==> config.mk <==
export PLATFORM = sky130hd
export DESIGN_NAME = mem_port_arbiter_flat
export DESIGN_NICKNAME = d
export VERILOG_FILES = /design/src/rtl/mem_port_arbiter_pkg.sv /design/src/rtl/mem_port_arbiter_if.sv /design/src/rtl/mem_port_arbiter_wait_counter.sv /design/src/rtl/mem_port_arbiter.sv /design/src/flat_wrapper.sv
export SDC_FILE = /design/constraint.sdc
export NUM_CORES = 1
export LEC_CHECK = 0
export ABC_AREA = 1
export CAP_MARGIN = 0
export CORE_MARGIN = 5
export CORE_UTILIZATION = 45
export DETAILED_ROUTE_END_ITERATION = 12
export PLACE_DENSITY_LB_ADDON = 0.05
export SYNTH_ARGS = -nofsm -noshare
export SYNTH_HDL_FRONTEND = slang
export SYNTH_SLANG_ARGS = --single-unit
==> constraint.sdc <==
create_clock -name clk -period 8.65 [get_ports clk]
set_input_delay 0.865 -clock clk [delete_from_list [all_inputs] [get_ports clk]]
set_output_delay 0.865 -clock clk [all_outputs]
set_load 0.02 [all_outputs]
==> src/rtl/mem_port_arbiter_pkg.sv <==
// Shared types for the IF/MEM memory-port arbiter: FSM state encoding,
// grant identifiers and the tie-break rule used when both stages request.
package mem_port_arbiter_pkg;

    typedef enum logic [1:0] {
        ARB_IDLE    = 2'd0,
        ARB_BUSY_IF = 2'd1,
        ARB_BUSY_D  = 2'd2,
        ARB_RESP    = 2'd3
    } arb_state_t;

    typedef enum logic {
        GNT_IF = 1'b0,
        GNT_D  = 1'b1
    } gnt_t;

    // Alternate on a tie so neither stage can starve the other.
    function automatic gnt_t pick_grant(input logic if_req, input logic d_req, input gnt_t last_gnt);
        if (if_req && d_req) begin
            return (last_gnt == GNT_IF) ? GNT_D : GNT_IF;
        end
        return d_req ? GNT_D : GNT_IF;
    endfunction

endpackage

==> src/rtl/mem_port_arbiter_if.sv <==
// Bundle of the pipeline-side request/ack signals and the memory-side bus
// seen by the arbiter (slave) and by the pipeline/memory environment (master).
interface mem_port_arbiter_if #(
    parameter int ADDR_W = 32,
    parameter int DATA_W = 32
);
    logic              if_req;
    logic [ADDR_W-1:0] if_addr;
    logic              if_ack;
    logic [DATA_W-1:0] if_rdata;
    logic              d_req;
    logic              d_we;
    logic [ADDR_W-1:0] d_addr;
    logic [DATA_W-1:0] d_wdata;
    logic              d_ack;
    logic [DATA_W-1:0] d_rdata;
    logic              stall_if;
    logic              stall_mem;
    logic              mem_en;
    logic              mem_we;
    logic [ADDR_W-1:0] mem_addr;
    logic [DATA_W-1:0] mem_wdata;
    logic [DATA_W-1:0] mem_rdata;

    modport slave (
        input  if_req, if_addr, d_req, d_we, d_addr, d_wdata, mem_rdata,
        output if_ack, if_rdata, d_ack, d_rdata, stall_if, stall_mem,
               mem_en, mem_we, mem_addr, mem_wdata
    );

    modport master (
        output if_req, if_addr, d_req, d_we, d_addr, d_wdata, mem_rdata,
        input  if_ack, if_rdata, d_ack, d_rdata, stall_if, stall_mem,
               mem_en, mem_we, mem_addr, mem_wdata
    );
endinterface

==> src/rtl/mem_port_arbiter_wait_counter.sv <==
// Counts cycles spent holding mem_en; done marks the cycle in which the
// fixed-latency memory presents valid read data.
module mem_wait_counter #(
    parameter int LAT = 2
) (
    input  logic clk,
    input  logic rst,
    input  logic clear,
    input  logic enable,
    output logic done
);
    localparam int               CNT_W = $clog2(LAT + 1);
    localparam logic [CNT_W-1:0] LAST  = CNT_W'(LAT - 1);

    logic [CNT_W-1:0] cnt_reg;

    always_ff @(posedge clk or posedge rst) begin
        if (rst) begin
            cnt_reg <= '0;
        end else if (clear) begin
            cnt_reg <= '0;
        end else if (enable) begin
            cnt_reg <= cnt_reg + 1'b1;
        end
    end

    assign done = enable && (cnt_reg == LAST);

endmodule

==> src/rtl/mem_port_arbiter.sv <==
// Shares one single-ported fixed-latency memory between instruction fetch and
// the data stage: grant, hold the latched access for LAT cycles, then ack.
module mem_port_arbiter
    import mem_port_arbiter_pkg::*;
#(
    parameter int ADDR_W = 32,
    parameter int DATA_W = 32,
    parameter int LAT    = 2
) (
    input  logic              clk,
    input  logic              rst,
    mem_port_arbiter_if.slave bus
);
    arb_state_t        state_reg;
    gnt_t              last_gnt_reg;
    gnt_t              gnt_next;
    logic              mem_en_reg;
    logic              we_reg;
    logic [ADDR_W-1:0] addr_reg;
    logic [DATA_W-1:0] wdata_reg;
    logic              if_ack_reg;
    logic              d_ack_reg;
    logic [DATA_W-1:0] if_rdata_reg;
    logic [DATA_W-1:0] d_rdata_reg;
    logic              busy;
    logic              wait_done;

    assign gnt_next = pick_grant(bus.if_req, bus.d_req, last_gnt_reg);
    assign busy     = (state_reg == ARB_BUSY_IF) || (state_reg == ARB_BUSY_D);

    mem_wait_counter #(.LAT(LAT)) u_wait (
        .clk    (clk),
        .rst    (rst),
        .clear  (state_reg == ARB_IDLE),
        .enable (busy),
        .done   (wait_done)
    );

    always_ff @(posedge clk or posedge rst) begin
        if (rst) begin
            state_reg    <= ARB_IDLE;
            last_gnt_reg <= GNT_IF;
            mem_en_reg   <= 1'b0;
            we_reg       <= 1'b0;
            addr_reg     <= '0;
            wdata_reg    <= '0;
            if_ack_reg   <= 1'b0;
            d_ack_reg    <= 1'b0;
            if_rdata_reg <= '0;
            d_rdata_reg  <= '0;
        end else begin
            case (state_reg)
                ARB_IDLE: begin
                    if (bus.if_req || bus.d_req) begin
                        last_gnt_reg <= gnt_next;
                        mem_en_reg   <= 1'b1;
                        if (gnt_next == GNT_D) begin
                            state_reg <= ARB_BUSY_D;
                            we_reg    <= bus.d_we;
                            addr_reg  <= bus.d_addr;
                            wdata_reg <= bus.d_wdata;
                        end else begin
                            state_reg <= ARB_BUSY_IF;
                            we_reg    <= 1'b0;
                            addr_reg  <= bus.if_addr;
                        end
                    end
                end
                ARB_BUSY_IF, ARB_BUSY_D: begin
                    // Memory inputs come from the latched copy, so a requester
                    // misbehaving mid-access cannot disturb the cycle in flight.
                    if (wait_done) begin
                        state_reg  <= ARB_RESP;
                        mem_en_reg <= 1'b0;
                        we_reg     <= 1'b0;
                        if (state_reg == ARB_BUSY_IF) begin
                            if_ack_reg   <= 1'b1;
                            if_rdata_reg <= bus.mem_rdata;
                        end else begin
                            d_ack_reg <= 1'b1;
                            if (!we_reg) begin
                                d_rdata_reg <= bus.mem_rdata;
                            end
                        end
                    end
                end
                ARB_RESP: begin
                    if_ack_reg <= 1'b0;
                    d_ack_reg  <= 1'b0;
                    state_reg  <= ARB_IDLE;
                end
                default: begin
                    state_reg <= ARB_IDLE;
                end
            endcase
        end
    end

    assign bus.mem_en    = mem_en_reg;
    assign bus.mem_we    = we_reg;
    assign bus.mem_addr  = addr_reg;
    assign bus.mem_wdata = wdata_reg;
    assign bus.if_ack    = if_ack_reg;
    assign bus.d_ack     = d_ack_reg;
    assign bus.if_rdata  = if_rdata_reg;
    assign bus.d_rdata   = d_rdata_reg;
    assign bus.stall_if  = bus.if_req & ~if_ack_reg;
    assign bus.stall_mem = bus.d_req & ~d_ack_reg;

endmodule

==> src/flat_wrapper.sv <==
// flat-port wrapper written by rule: the top's interface ports become plain ports
module mem_port_arbiter_flat import mem_port_arbiter_pkg::*;
#(
    parameter int ADDR_W = 32,
    parameter int DATA_W = 32,
    parameter int LAT    = 2
)
  (clk, rst, bus_if_req, bus_if_addr, bus_d_req, bus_d_we, bus_d_addr, bus_d_wdata, bus_mem_rdata, bus_if_ack, bus_if_rdata, bus_d_ack, bus_d_rdata, bus_stall_if, bus_stall_mem, bus_mem_en, bus_mem_we, bus_mem_addr, bus_mem_wdata);
  mem_port_arbiter_if #(.ADDR_W(ADDR_W), .DATA_W(DATA_W)) bus_i ();
  input  logic clk;
  input  logic rst;
  input wire logic [$bits(bus_i.if_req)-1:0] bus_if_req;
  input wire logic [$bits(bus_i.if_addr)-1:0] bus_if_addr;
  input wire logic [$bits(bus_i.d_req)-1:0] bus_d_req;
  input wire logic [$bits(bus_i.d_we)-1:0] bus_d_we;
  input wire logic [$bits(bus_i.d_addr)-1:0] bus_d_addr;
  input wire logic [$bits(bus_i.d_wdata)-1:0] bus_d_wdata;
  input wire logic [$bits(bus_i.mem_rdata)-1:0] bus_mem_rdata;
  output wire logic [$bits(bus_i.if_ack)-1:0] bus_if_ack;
  output wire logic [$bits(bus_i.if_rdata)-1:0] bus_if_rdata;
  output wire logic [$bits(bus_i.d_ack)-1:0] bus_d_ack;
  output wire logic [$bits(bus_i.d_rdata)-1:0] bus_d_rdata;
  output wire logic [$bits(bus_i.stall_if)-1:0] bus_stall_if;
  output wire logic [$bits(bus_i.stall_mem)-1:0] bus_stall_mem;
  output wire logic [$bits(bus_i.mem_en)-1:0] bus_mem_en;
  output wire logic [$bits(bus_i.mem_we)-1:0] bus_mem_we;
  output wire logic [$bits(bus_i.mem_addr)-1:0] bus_mem_addr;
  output wire logic [$bits(bus_i.mem_wdata)-1:0] bus_mem_wdata;
  assign bus_i.if_req = bus_if_req;
  assign bus_i.if_addr = bus_if_addr;
  assign bus_i.d_req = bus_d_req;
  assign bus_i.d_we = bus_d_we;
  assign bus_i.d_addr = bus_d_addr;
  assign bus_i.d_wdata = bus_d_wdata;
  assign bus_i.mem_rdata = bus_mem_rdata;
  assign bus_if_ack = bus_i.if_ack;
  assign bus_if_rdata = bus_i.if_rdata;
  assign bus_d_ack = bus_i.d_ack;
  assign bus_d_rdata = bus_i.d_rdata;
  assign bus_stall_if = bus_i.stall_if;
  assign bus_stall_mem = bus_i.stall_mem;
  assign bus_mem_en = bus_i.mem_en;
  assign bus_mem_we = bus_i.mem_we;
  assign bus_mem_addr = bus_i.mem_addr;
  assign bus_mem_wdata = bus_i.mem_wdata;
  mem_port_arbiter #(.ADDR_W(ADDR_W), .DATA_W(DATA_W), .LAT(LAT)) u_core (.clk(clk), .rst(rst), .bus(bus_i));
endmodule
* Word-level counts from Yosys, hierarchy flattened
Index checks and enable logic that the tools add are counted.
** Operators by class
- Reduce and logical (&&, ||, !) cells :: 17
- Magnitude comparators :: 0
- Equality and inequality tests :: 8
- Multipliers :: 0
- Mux-type cells :: 24
- Shift-type cells :: 0
- Divide/modulo/power cells :: 0
- $add $sub $neg :: 1
- Bitwise gates (word level) :: 6
** Operator list (count)
- 2-to-1 mux 32 bit :: 1
- AND reduction 3 bit :: 5
- 2-to-1 mux 1 bit :: 13
- 2-to-1 mux 2 bit :: 5
- one-hot mux 1 bit (2 select lines) :: 4
- one-hot mux 2 bit (3 select lines) :: 1
- nonzero test 2 bit :: 3
- == test 2 x 1 -> 1 bit, second input constant :: 2
- == test 2 bit, second input constant :: 2
- != test 2 x 1 -> 1 bit, second input constant :: 2
- != test 2 bit, second input constant :: 2
- inverter 1 bit :: 4
- AND reduction 2 bit :: 2
- AND reduction 4 bit :: 1
- adder 2 x 1 -> 2 bit, second input constant :: 1
- AND 1 bit :: 2
- logical AND 1 bit :: 2
- logical NOT 2 bit :: 1
- logical OR 1 bit :: 2
- OR reduction 2 bit :: 1
** Storage, ports and cells
- Memory bits (read-only) :: 0
- Latch bits :: 0
- Memories kept :: 0
- Input bits :: 133
- RAM bits :: 0
- Flip-flop bits (word level) :: 137

* Depth between registers and ports, before layout
Gate-level depths: netlist of run 1.
- Word-level depth :: 6
- Gate-level depth with buffers :: 8

* Hierarchy
From an unflattened synthesis of run 1, not the netlist that was laid out.
** Second synthesis, totals
- Cell total of the unflattened synthesis :: 706
- Area, all modules :: 5859.4 µm²
** By module, submodules not included
- mem_port_arbiter :: times used 1, cells each 690, area each 5748.0 µm², seq. area each 3378.2 µm²
- mem_wait_counter :: times used 1, cells each 16, area each 111.4 µm², seq. area each 50.0 µm²

* Worst setup path before layout of run 1
Ideal clock, no wire load.
- Path type :: in2out
- From :: input bus_d_req
- To :: output bus_stall_mem
- Arrival :: 1.633 ns
- Stages :: 4
- Setup slack :: 6.152 ns
- Path through :: buf_4 clkbuf_1 inv_1 nor2_1
** Between the ends
- Longest elaborated chain between the ends :: 1
** Ends and longest elaborated chain
- from (decl) :: RTL line flat_wrapper.sv:14 : input wire logic [$bits(bus_i.d_req)-1:0] bus_d_req;
- AND 1 bit :: RTL line mem_port_arbiter.sv:108 : assign bus.stall_mem = bus.d_req & ~d_ack_reg;
- to (decl) :: RTL line flat_wrapper.sv:24 : output wire logic [$bits(bus_i.stall_mem)-1:0] bus_stall_mem;
No other way between the ends.

* Worst setup path in the final report of run 1
Same ends and word-level chain as after synthesis.

==> flow_summary.yaml, run 1 <==
outcome:
  status: "completed"
clocking:
  cts_num_sinks: 137
  ctsResizeCount: 0
  clk_pin_slew_worst_paths_ns: 0.06
  cts.repair_timing.setup_buffer_count: 0
  clk-insertion-delay-late_ns: 0.42
  cts.hold.buffers_added: 0
  h_tree_depth: 4
  cts_buffers: 17
  clock_tree.root_cell: "clkbuf_16"
  tritoncts: "yes"
  cts-root-to-sink-buffers: 2
placement:
  detailedPlace.worstSlack_ns: 5.295
  place.port_buffers: 266
  rd_place_congestion: 0.8356
  dp.final_hpwl_um: 12010
logic_synthesis:
  yosys.area_share.adder_pct: 1.268
  ys_types: 23
  netlist_top_cells_area: "dfrtp_1 (58%), nand2_1 (18%), o21ai_0 (5.6%)"
  netlist.top_cell.by_area: "dfrtp_1"
  synth_top_family_by_area: "simple AND/OR/NAND/NOR gates"
  postSynthNetCount: 830
  ys_warn_count: 0
  netlist_area_um2: 5919
  seq_area_frac_synth_pct: 57.92
  area_share_of_the_largest_cell_type_after_synthesis_pct: 57.92
  ys_ff_latch: 137
  share_of_the_synthesized_netlist_area_taken_by_xor_and_xnor_gates_pct: 0
  synth-compound-area-share_pct: 6.088
  syn_avg_cell_area_um2: 8.566
  synthSimpleGateAreaFrac_pct: 26.44
  yosys-mux-area-fraction_pct: 0
  synth_cells: 691
power:
  power_switching_share_pct: 38.89
  pwr-share-clk_pct: 20.9
  sequentialPowerShare_pct: 31.1
  maximum_vdd_drop_mv: 0.2195
  power_leakage_nw: 4.578
  share_comb_of_total_power_pct: 48.0
  power_w: 0.003696
  internal-power_w: 0.002258
  cellPowerDensity_nw_per_um2: 398.5
  power.net_switching_w: 0.001437
drt:
  routed_wirelength_um: 16530
  routed_wire_length_per_instance_um: 14.59
  final_antenna_net_count: 0
  drt_first_pass_iters: 5
  drtIter0Drc: 374
  vias_per_cell: 4.756
  route.vias.total: 5388
  drt_drc_violations_left: 0
floorplanning:
  die-width_um: 124.7
  io_pins: 267
  die-height_um: 124.7
  floorplan.die_area_um2: 15550
  core_region_area_um2: 13090
  starting_density_of_the_core_pct: 45.24
  placement_rows: 42
critical_path:
  reg2regPathDepth: 6
  register_to_register_path_setup_slack_ns: 6.34
  worst-endpoint-arrival_ns: 2.46
  worst-path-max-fanout: 37
  worst_r2r_startpoint: "u_core.last_gnt_reg"
  worst_setup_path_category: "input pin to output pin"
  start_kind: "input pin"
  terminus_of_the_critical_flop_to_flop_path: "u_core.bus.mem_wdata[7]"
  worst_ep_required_time_ns: 7.79
  worst_setup_path_end_kind: "output pin"
cells_and_area:
  num_antenna_cells: 0
  fill_cells: 1019
  fraction_of_final_layout_cells_with_drive_strength_greater_than_1_pct: 4.493
  most_common_library_cell_in_the_layout_ignoring_fill_and_taps: "nand2_1"
  final_net_count: 1084
  most-common-layout-cells: "nand2_1 (281), clkdlybuf4s50_1 (266), dfrtp_1 (137)"
  synthToLayoutAreaGrowth_pct: 56.69
sta:
  timing.final.crit_period_ns: 3.326
  report.final.setup_viol: 0
  clock_skew_ns: 0.006955
  final.period_utilization_pct: 38.45
  drv_slew: 0
  headroom_to_the_max_slew_limit_pct: 17.56
  tns_ns: 0
  timing_worst_slew_pin_value_ns: 1.235
  grt_setup_unrepaired: "no"
  post-route-worst-setup-slack_ns: 5.325
  timing.final.hold_violations: 0
  fmaxAchievable_mhz: 300.7
global_route:
  largest_net_degree_at_the_start_of_global_routing: 90
  grt_antenna_before_repair: 0
  grt_overflow: 0
  grt_util_all_layers_pct: 21.70
  grt_pass1_wl_um: 27260
  first_global_vias: 5461
flow_run:
  maxCapViolCount: 0
hold_path:
  min_path_type: "register to register"
  timing.hold.worst_endpoint: "u_core.bus.mem_wdata[31]"
  worst_hold_path_depth: 2
  hold_path.startpoint: "u_core.bus.mem_wdata[31]"
## metal layers
layer | up-vias | GRT usage (%) | part of all wire, %
li1 | 2639 | - | -
met1 | 2502 | 26.52 | 41
met2 | 218 | 35.46 | 48
met3 | 29 | 7.333 | 8.5
met4 | 0 | 8.575 | 2.6
met5 | - | 0 | 0
## critical path, stage by stage
cell and delay, ns:
clkdlybuf4s50_1 0.46, buf_4 0.35, inv_1 0.07, nor2_1 0.09, clkdlybuf4s50_1 0.61
## worst max-delay path by stage
stage | startpoint | end | slack, ns | cells past startpoint
final | bus_d_req | bus_stall_mem | 5.32 | 5
after global routing | bus_d_req | bus_stall_mem | 5.26 | 5
after CTS | bus_d_req | bus_stall_mem | 5.33 | 5
after detailed placement | bus_if_req | u_core.bus.mem_wdata[13] | 5.30 | 7
after global placement | bus_d_req | bus_stall_mem | 5.32 | 5
after floorplan | rst | u_core.bus.d_ack | 4.12 | 1
## Yosys cell counts
cell type and count:
buf_6 3, dfrtp_1 137, nand3_1 34, o21ai_0 66, o21ai_2 1, o22ai_1 1
nand3b_1 32, nand2_4 1, buf_4 7, nor2_2 1, inv_1 77, inv_4 1
or2_2 1, nand2_2 3, nand2_1 281, inv_2 1, a21oi_1 3, ha_1 6
nor2_1 10, nor2_8 1, buf_1 2, buf_2 12, clkbuf_1 10
## metrics by stage
step	hold WS [ns]	utilization (%)	cells	instance area [µm²]
floorplan	0.4637	-	691	5919
global placement	0.4534	66.02	1102	8638
detailed placement	0.4581	66.02	1102	8638
CTS	0.4728	70.88	1133	9275
global route	0.4849	70.88	1133	9275
finish	0.4711	70.88	1133	9275
## power groups by stage
stage | sequential (W) | clock [W] | combinational (W)
finish | 0.00115 | 0.000771 | 0.00178
global route | 0.00119 | 0.000816 | 0.00194
CTS | 0.00115 | 0.000786 | 0.00180
detailed placement | 0.00115 | 0 | 0.00179
global placement | 0.00114 | 0 | 0.00175
floorplan | 0.00151 | 0 | 0.000579
## cell families after synthesis
| family | count (synthesis) |
|---|---|
| AND/OR/NAND/NOR | 364 |
| flip-flops | 137 |
| buffers and inverters | 113 |
| AO/OA/AOI/OAI | 71 |
| adder cells (fa/ha/maj) | 6 |
## area by class of cell
cell class / instances / area, µm² / share of cell area [%]
sequential: 137 / 3428 / 36.96
clock buffer: 22 / 474.2 / 5.113
tap: 176 / 220.2 / 2.374
multi-input combinational: 441 / 2001 / 21.57
timing repair buffer: 269 / 2685 / 28.95
clock inverter: 9 / 162.7 / 1.754
inverter: 79 / 304.0 / 3.278
Note: power is estimated with default switching activity, not from simulation.
==> run 2, diff against run 1 <==
- CORE_UTILIZATION: 45 -> 38
- clock period: 8.65 -> 2.9 ns (I/O delays scaled with it)
==> run 2 against run 1 <==
Effect of this change:
- first-iteration DRC count down 45%
- critical path depth grew 3
- core utilization decreased by 9.2 points
- highest routed layer unchanged
- sequential power increased to 3.0 times the previous value
- worst hold slack got worse by 0.085 ns
- power rose to 3.0 times the previous value
- largest power group unchanged
- register-to-register slack lost 5.5 ns
- via count decreased by 1.1%
- die area increased by 17%
- final cell count increased by 3.8%
- cell area grew 1.4%
- routed wire length increased by 4.4%
==> flow_summary.yaml, run 2 (synthesis gave the netlist of run 1 again) <==
drt:
  drt_first_pass_iters: 4
  drt_drc_violations_left: 0
  route.vias.total: 5330
  final_antenna_net_count: 0
  vias_per_cell: 4.532
  drtIter0Drc: 204
  routed_wire_length_per_instance_um: 14.67
  routed_wirelength_um: 17250
power:
  maximum_vdd_drop_mv: 0.6273
  cellPowerDensity_nw_per_um2: 1186
  power_leakage_nw: 4.613
critical_path:
  worst-endpoint-arrival_ns: 2.32
  start_kind: "register"
  worst_setup_path_category: "register to register"
  worst_r2r_startpoint: "u_core.state_reg[0]"
  register_to_register_path_setup_slack_ns: 0.87
  cell_by_cell_trace_of_the_critical_path: "inv_1, ha_1, nand2_1, inv_1, nand2_2, buf_4, nand2_1, o21ai_0"
  critPathMaxStageDelay_ns: 0.40
  reg2regPathDepth: 8
  worst-path-max-fanout: 36
  worst_ep_required_time_ns: 3.18
  slowest_cp_cell: "dfrtp_1"
  terminus_of_the_critical_flop_to_flop_path: "u_core.bus.d_rdata[0]"
  worst_setup_path_end_kind: "register"
clocking:
  tritoncts: "yes"
  clock_tree.root_cell: "clkbuf_16"
  ctsResizeCount: 0
  h_tree_depth: 4
  cts.hold.buffers_added: 0
  clk_pin_slew_worst_paths_ns: 0.06
  clk-insertion-delay-late_ns: 0.41
  cts.repair_timing.setup_buffer_count: 0
  cts-root-to-sink-buffers: 2
  cts_buffers: 17
  cts_num_sinks: 137
placement:
  rd_place_congestion: 0.8102
  dp.final_hpwl_um: 12630
  place.port_buffers: 266
cells_and_area:
  fill_cells: 1306
  multiInputGateArea_um2: 2001
  most-common-layout-cells: "nand2_1 (281), clkdlybuf4s50_1 (266), dfrtp_1 (137)"
  most_common_library_cell_in_the_layout_ignoring_fill_and_taps: "nand2_1"
  sequential_cell_area_um2: 3428
  synthToLayoutAreaGrowth_pct: 58.89
  num_antenna_cells: 0
  fraction_of_final_layout_cells_with_drive_strength_greater_than_1_pct: 5.492
  final_net_count: 1091
floorplanning:
  io_pins: 267
  die-width_um: 134.8
  starting_density_of_the_core_pct: 38.79
  core_region_area_um2: 15260
  die-height_um: 134.8
  placement_rows: 45
  floorplan.die_area_um2: 18170
global_route:
  grt_util_all_layers_pct: 19.05
  grt_pass1_wl_um: 27620
  first_global_vias: 5478
  largest_net_degree_at_the_start_of_global_routing: 102
  grt_overflow: 0
  grt_antenna_before_repair: 0
sta:
  timing_worst_slew_pin_value_ns: 0.6263
  tns_ns: 0
  timing.final.crit_period_ns: 2.034
  grt_setup_unrepaired: "no"
  clock_skew_ns: 0.005500
  final.period_utilization_pct: 70.14
  drv_slew: 0
  timing.final.hold_violations: 0
  headroom_to_the_max_slew_limit_pct: 58.10
  fmaxAchievable_mhz: 491.6
  report.final.setup_viol: 0
  worst_hold_slack_ns: 0.3857
outcome:
  status: "completed"
hold_path:
  min_path_type: "input pin to asynchronous set/reset pin"
flow_run:
  maxCapViolCount: 0
==> run 2: cell types whose count changed in the layout (fill, tap and decap cells not counted), sizes merged <==
cell / before / now
clkinvlp: 1 / 5
buf: 3 / 10
clkbuf: 22 / 18
bufinv: 4 / 5
==> run 2: area by class of cell <==
cell class,instances,share of cell area (%)
Clock buffer,18,4.669
Sequential cell,137,36.45
Clock inverter,14,2.341
Inverter,79,3.219
Timing Repair Buffer,276,29.24
Tap cell,211,2.807
Multi-Input combinational cell,441,21.27
==> run 2: stage by stage <==
stage               setup slack (ns)  instance area [µm²]  std cells  power [W]  utilization, %
floorplan                     0.9029                 5923        691   0.006243               -
global placement              0.7489                 8746       1144   0.008726           57.32
detailed placement            0.6683                 8746       1144   0.008871           57.32
CTS                           0.8337                 9405       1176    0.01131           61.64
global route                  0.6193                 9405       1176    0.01191           61.64
finish                        0.8659                 9405       1176    0.01115           61.64
==> run 2: critical path: cells and delay by family, from the launching register on <==
kind	cells	cell delay, ns
fa+ha+maj	1	0.35
buf+inv	3	0.56
simple gates	3	0.51
flops	1	0.40
compound gates	1	0.08
==> run 2: per-layer routing <==
| metal | track usage (%) | share of wire [%] | up-vias |
|---|---|---|---|
| met5 | 0 | 0 | - |
| met4 | 5.826 | 1.4 | 0 |
| met3 | 6.781 | 8.8 | 19 |
| met2 | 31.80 | 48 | 201 |
| met1 | 23.23 | 42 | 2460 |
| li1 | - | - | 2650 |
==> run 2: how the worst max path moves through the flow <==
stage	depth (start not counted)	startpoint	slack [ns]	to
floorplan	1	rst	0.90	u_core.bus.d_ack
global placement	6	bus_d_req	0.75	u_core.bus.mem_wdata[7]
detailed placement	6	bus_d_req	0.67	u_core.bus.mem_wdata[19]
CTS	4	bus_d_req	0.83	bus_stall_mem
global route	7	u_core.state_reg[0]	0.62	u_core.bus.d_rdata[0]
finish	8	u_core.state_reg[0]	0.87	u_core.bus.d_rdata[0]
==> run 2: report_power, final <==
part | internal (W) | switching (W) | leakage, nW | total [W]
Combinational | 0.00237 | 0.00298 | 2.63 | 0.00535
Sequential | 0.00289 | 0.000538 | 1.67 | 0.00342
Clock | 0.00155 | 0.000825 | 0.309 | 0.00238
